## src/rtl/shift_ctrl.sv

```systemverilog
// rtl/shift_ctrl.sv - serial shift controller (SLL/SRL/SRA/V forms/LUI), one bit per cycle.
// Define SHIFT_CTRL_FAST_EN to replace the serial loop with a single-cycle barrel shift.
module shift_ctrl #(
    parameter int DATA_W = 32
) (
    input  logic              clk,
    input  logic              reset,
    input  logic              start,
    input  logic [2:0]        op,
    input  logic [DATA_W-1:0] operand,
    input  logic [4:0]        shamt_reg,
    input  logic [4:0]        shamt_imm,
    output logic [1:0]        shamt_src,
    output logic              busy,
    output logic              done,
    output logic              err,
    output logic [DATA_W-1:0] result
);

    typedef enum logic [1:0] {IDLE = 2'b00, SHIFT = 2'b01, DONE = 2'b10} state_t;
    typedef enum logic [1:0] {K_LEFT = 2'b00, K_SRL = 2'b01, K_SRA = 2'b10} kind_t;

    state_t            state, state_n;
    kind_t             kind, kind_n, op_kind;
    logic [4:0]        cnt, cnt_n, amt;
    logic [DATA_W-1:0] result_n;
    logic [1:0]        src_n, op_src;
    logic              ill, ill_n;

    function automatic logic [DATA_W-1:0] step(input kind_t k, input logic [DATA_W-1:0] v);
        case (k)
            K_SRL:   step = {1'b0, v[DATA_W-1:1]};
            K_SRA:   step = {v[DATA_W-1], v[DATA_W-1:1]};
            default: step = {v[DATA_W-2:0], 1'b0};
        endcase
    endfunction

`ifdef SHIFT_CTRL_FAST_EN
    function automatic logic [DATA_W-1:0] barrel(input kind_t k, input logic [DATA_W-1:0] v,
                                                 input logic [4:0] a);
        case (k)
            K_SRL:   barrel = v >> a;
            K_SRA:   barrel = $unsigned($signed(v) >>> a);
            default: barrel = v << a;
        endcase
    endfunction
`endif

    always_comb begin
        amt     = shamt_imm;
        op_kind = K_LEFT;
        op_src  = 2'b10;
        case (op)
            3'b001:  op_kind = K_SRL;
            3'b010:  op_kind = K_SRA;
            3'b011:  begin amt = shamt_reg; op_src = 2'b00; end
            3'b100:  begin amt = shamt_reg; op_src = 2'b00; op_kind = K_SRL; end
            3'b101:  begin amt = shamt_reg; op_src = 2'b00; op_kind = K_SRA; end
            3'b110:  begin amt = 5'd16;     op_src = 2'b01; end
            default: ;
        endcase
    end

    always_comb begin
        state_n  = state;
        cnt_n    = cnt;
        result_n = result;
        src_n    = shamt_src;
        kind_n   = kind;
        ill_n    = ill;
        case (state)
            IDLE: begin
                if (start) begin
                    src_n  = op_src;
                    kind_n = op_kind;
                    ill_n  = (op == 3'b111);
                    if (op == 3'b111) begin
                        // illegal op leaves result untouched
                        cnt_n   = 5'd0;
                        state_n = DONE;
                    end else begin
`ifdef SHIFT_CTRL_FAST_EN
                        result_n = barrel(op_kind, operand, amt);
                        cnt_n    = 5'd0;
                        state_n  = DONE;
`else
                        result_n = operand;
                        cnt_n    = amt;
                        state_n  = (amt == 5'd0) ? DONE : SHIFT;
`endif
                    end
                end
            end
            SHIFT: begin
                result_n = step(kind, result);
                cnt_n    = cnt - 5'd1;
                if (cnt == 5'd1) state_n = DONE;
            end
            DONE:    state_n = IDLE;
            default: state_n = IDLE;
        endcase
    end

    always_ff @(posedge clk or posedge reset) begin
        if (reset) begin
            state     <= IDLE;
            cnt       <= 5'd0;
            result    <= '0;
            shamt_src <= 2'b00;
            kind      <= K_LEFT;
            ill       <= 1'b0;
        end else begin
            state     <= state_n;
            cnt       <= cnt_n;
            result    <= result_n;
            shamt_src <= src_n;
            kind      <= kind_n;
            ill       <= ill_n;
        end
    end

    assign busy = (state != IDLE);
    assign done = (state == DONE);
    assign err  = done & ill;

endmodule

```

## config.mk

```make
export PLATFORM = sky130hd
export DESIGN_NAME = shift_ctrl
export DESIGN_NICKNAME = d
export VERILOG_FILES = /design/src/rtl/shift_ctrl.sv
export SDC_FILE = /design/constraint.sdc
export NUM_CORES = 1
export LEC_CHECK = 0
export CAP_MARGIN = 15
export CORE_MARGIN = 3
export CORE_UTILIZATION = 25
export DETAILED_ROUTE_END_ITERATION = 8
export GPL_TIMING_DRIVEN = 0
export PLACE_DENSITY = 0.57
export SETUP_SLACK_MARGIN = 0.3
export SYNTH_ARGS = -nofsm -noshare
export SYNTH_HDL_FRONTEND = slang
export SYNTH_SLANG_ARGS = --single-unit
export TNS_END_PERCENT = 50
```

## constraint.sdc

```tcl
create_clock -name clk -period 4.1 [get_ports clk]
set_input_delay 0.615 -clock clk [delete_from_list [all_inputs] [get_ports clk]]
set_output_delay 0.615 -clock clk [all_outputs]
set_load 0.02 [all_outputs]
```

==> reports/qor.yml <==
global_route:
  antenna_found_initial: 0
  grt_pass1_wl_mm: 14.8
  grt_pass1_vias: 2926
  grt_start_max_net_pins: 27
  grt_overflow: 0
  track_usage_pct: 14.2
pwr:
  power_switching_mw: 1.45
  pwr-share-seq_pct: 29.2
  internal_power_mw: 1.58
  power.density_nw_per_um2: 780
  combPwrFrac_pct: 61.6
  ir_worst_vdd_mv: 0.281
  power_leakage_nw: 1.49
  power_switching_share_pct: 48.0
  p_clk_share_pct: 9.2
cells_and_area:
  antenna_cells: 0
  nets: 442
  final_area_um2: 3890
  area_delta_synth_final_pct: 40.4
  layout-drive-gt1-share_pct: 8.44
  stdcell_count: 527
  fin_util_pct: 36.8
floorplan:
  die_h_um: 111
  start_util_pct: 26.2
  core_um2: 10600
  die_x_um: 111
  die_area_um2: 12400
  io_pins: 85
  fp-row-count: 37
worst_setup_path:
  cp_max_fo: 10
  r2r_cells: 6
  cp-end-kind: "primary output"
  cp.required_ns: 3.48
  worst_setup_path_start_kind: "register"
  crit_type: "reg -> out"
  cp_data_arrival_time_ns: 2.38
clocking:
  cts.sinks: 44
  post-cts-setup-buffers: 0
  clk_latency_ns: 0.31
  ctsHoldBuffers: 0
  numCtsBuffers: 5
  cts.path.max_buffers: 2
  path_clk_slew_ns: 0.08
  cts_resized: 0
  htreeDepth: 2
  root_buffer: "clkbuf_8"
  tritoncts: "yes"
routing:
  drt_iter0_drc: 137
  wl_per_cell_um: 17.0
  firstDrtPassIters: 4
  ant_nets: 0
  drc: 0
  vias: 2813
  finalWirelength_mm: 8.94
  via_per_inst: 5.34
synth:
  synth_fp_nets: 350
  synth_area_leader_cell: "dfrtp_1"
  netlist.area_leader.share_pct: 39.8
  synth_seq_cells: 44
  ys.flop_type: "dfrtp_1"
  syn_inst: 298
  synthArstFlopShare_pct: 100
  synth_area_um2: 2770
  synth_edf_count: 0
  synth_cell_types: 47
  avgSynthCellArea_um2: 9.29
  yosysWarnings: 0
  yosysMostFrequentCell: "dfrtp_1"
  ys_top_cells_by_count: "dfrtp_1, nor2_1, o21ai_0"
  yosysSeqAreaShare_pct: 39.8
  synth_area_leaders: "dfrtp_1, a221oi_1, o41ai_1"
timing:
  relSlewSlack_pct: 68.1
  clock_skew_ns: 0.0120
  hold_violations: 0
  setup_viol: 0
  final.period_utilization_pct: 73.1
  rsz0062_at_grt: "no"
  min_period_ns: 3.00
  setup-tns-final_ns: 0
  worstMarginPinSlew_ns: 0.478
  max_freq_mhz: 334
  maxSlewViolCount: 0
run:
  maxCapViolations: 0
placed_design:
  io_buffers: 84
  post-dp-hpwl_mm: 6.75
  place_area_um2: 3800
  gp_congestion: 0.784
  dp.cells: 519
hold_path:
  min_path_cells: 2
  hold_class: "reg -> reg"
status:
  status: "finished, final reports clean"
==> metal layers <==
layer | GRT usage (%) | routed length [µm] | vias to the layer above
met5 | 0 | 0 | -
met4 | 3.57 | 89 | 0
met3 | 3.17 | 528 | 7
met2 | 23.6 | 4280 | 90
met1 | 18.7 | 4050 | 1364
li1 | - | - | 1352
==> layout make-up <==
cell class | count | area (µm²)
Fill cell | 1112 | 6670
Multi-Input combinational cell | 215 | 1490
Sequential cell | 44 | 1100
Timing Repair Buffer | 85 | 861
Tap cell | 136 | 170
Buffer | 31 | 144
Clock buffer | 5 | 68.8
Inverter | 8 | 30.0
Clock inverter | 3 | 18.8
==> power by group through the flow <==
stage / logic [mW] / clock network [mW] / registers [mW]
finish: 1.87 / 0.279 / 0.884
global route: 2.05 / 0.301 / 0.915
CTS: 1.88 / 0.284 / 0.881
detailed placement: 1.87 / 0 / 0.889
global placement: 1.84 / 0 / 0.886
floorplan: 0.973 / 0 / 1.03
==> kinds of logic after synthesis <==
family	count (synthesis)	synth area share [%]
xor+xnor	1	0.317
fa+ha+maj	4	1.81
simple gates	77	13.2
mux	12	5.02
buf+inv	39	6.28
compound gates	121	33.6
flops	44	39.8
==> worst paths after layout <==
kind,from,end,slack (ns)
setup reg to reg,kind[0],result[21],2.03
setup / recovery,state[1],busy,1.10
min in group asynchronous,reset,result[11],0.63
max in group asynchronous,reset,result[25],2.98
hold reg to reg,shamt_src[1],shamt_src[1],0.48
hold / removal,shamt_src[1],shamt_src[1],0.48
==> per-stage QoR <==
stage | power [mW] | hold WS [ns] | worst slack, ns
2_1_floorplan | 2.00 | 0.442 | 2.17
3_3_place_gp | 2.73 | 0.460 | 1.42
3_5_place_dp | 2.76 | 0.464 | 1.39
4_1_cts | 3.04 | 0.483 | 1.10
5_1_grt | 3.26 | 0.502 | 0.942
6_report | 3.03 | 0.476 | 1.10
==> cells in the final DEF, fill, tap and decap left out, drive strengths merged, types with 2 or more instances in the layout <==
cell / count
o41ai: 30
mux2: 9
nand2b: 4
clkdlybuf4s50: 84
or3b: 2
a221oi: 33
mux2i: 3
nor2: 37
nand3: 4
nor3: 4
inv: 8
o21ai: 38
nor3b: 3
clkinv: 3
a21oi: 5
nand2: 12
clkbuf: 23
dfrtp: 44
and2: 2
o221ai: 4
nor2b: 2
ha: 4
buf: 14
and3: 3
==> sequential cells by signal, indices dropped and copies added, names as in the netlist <==
register	count
state	2
cnt	5
result	32
kind	2
ill	1
shamt_src	2
==> critical path, stage by stage (launching register included) <==
cell             delay, ns
dfrtp_1               0.44
clkbuf_1              0.39
clkbuf_1              0.43
or2_2                 0.22
clkdlybuf4s50_1       0.61
No activity file was read; power rests on OpenSTA's default activity.
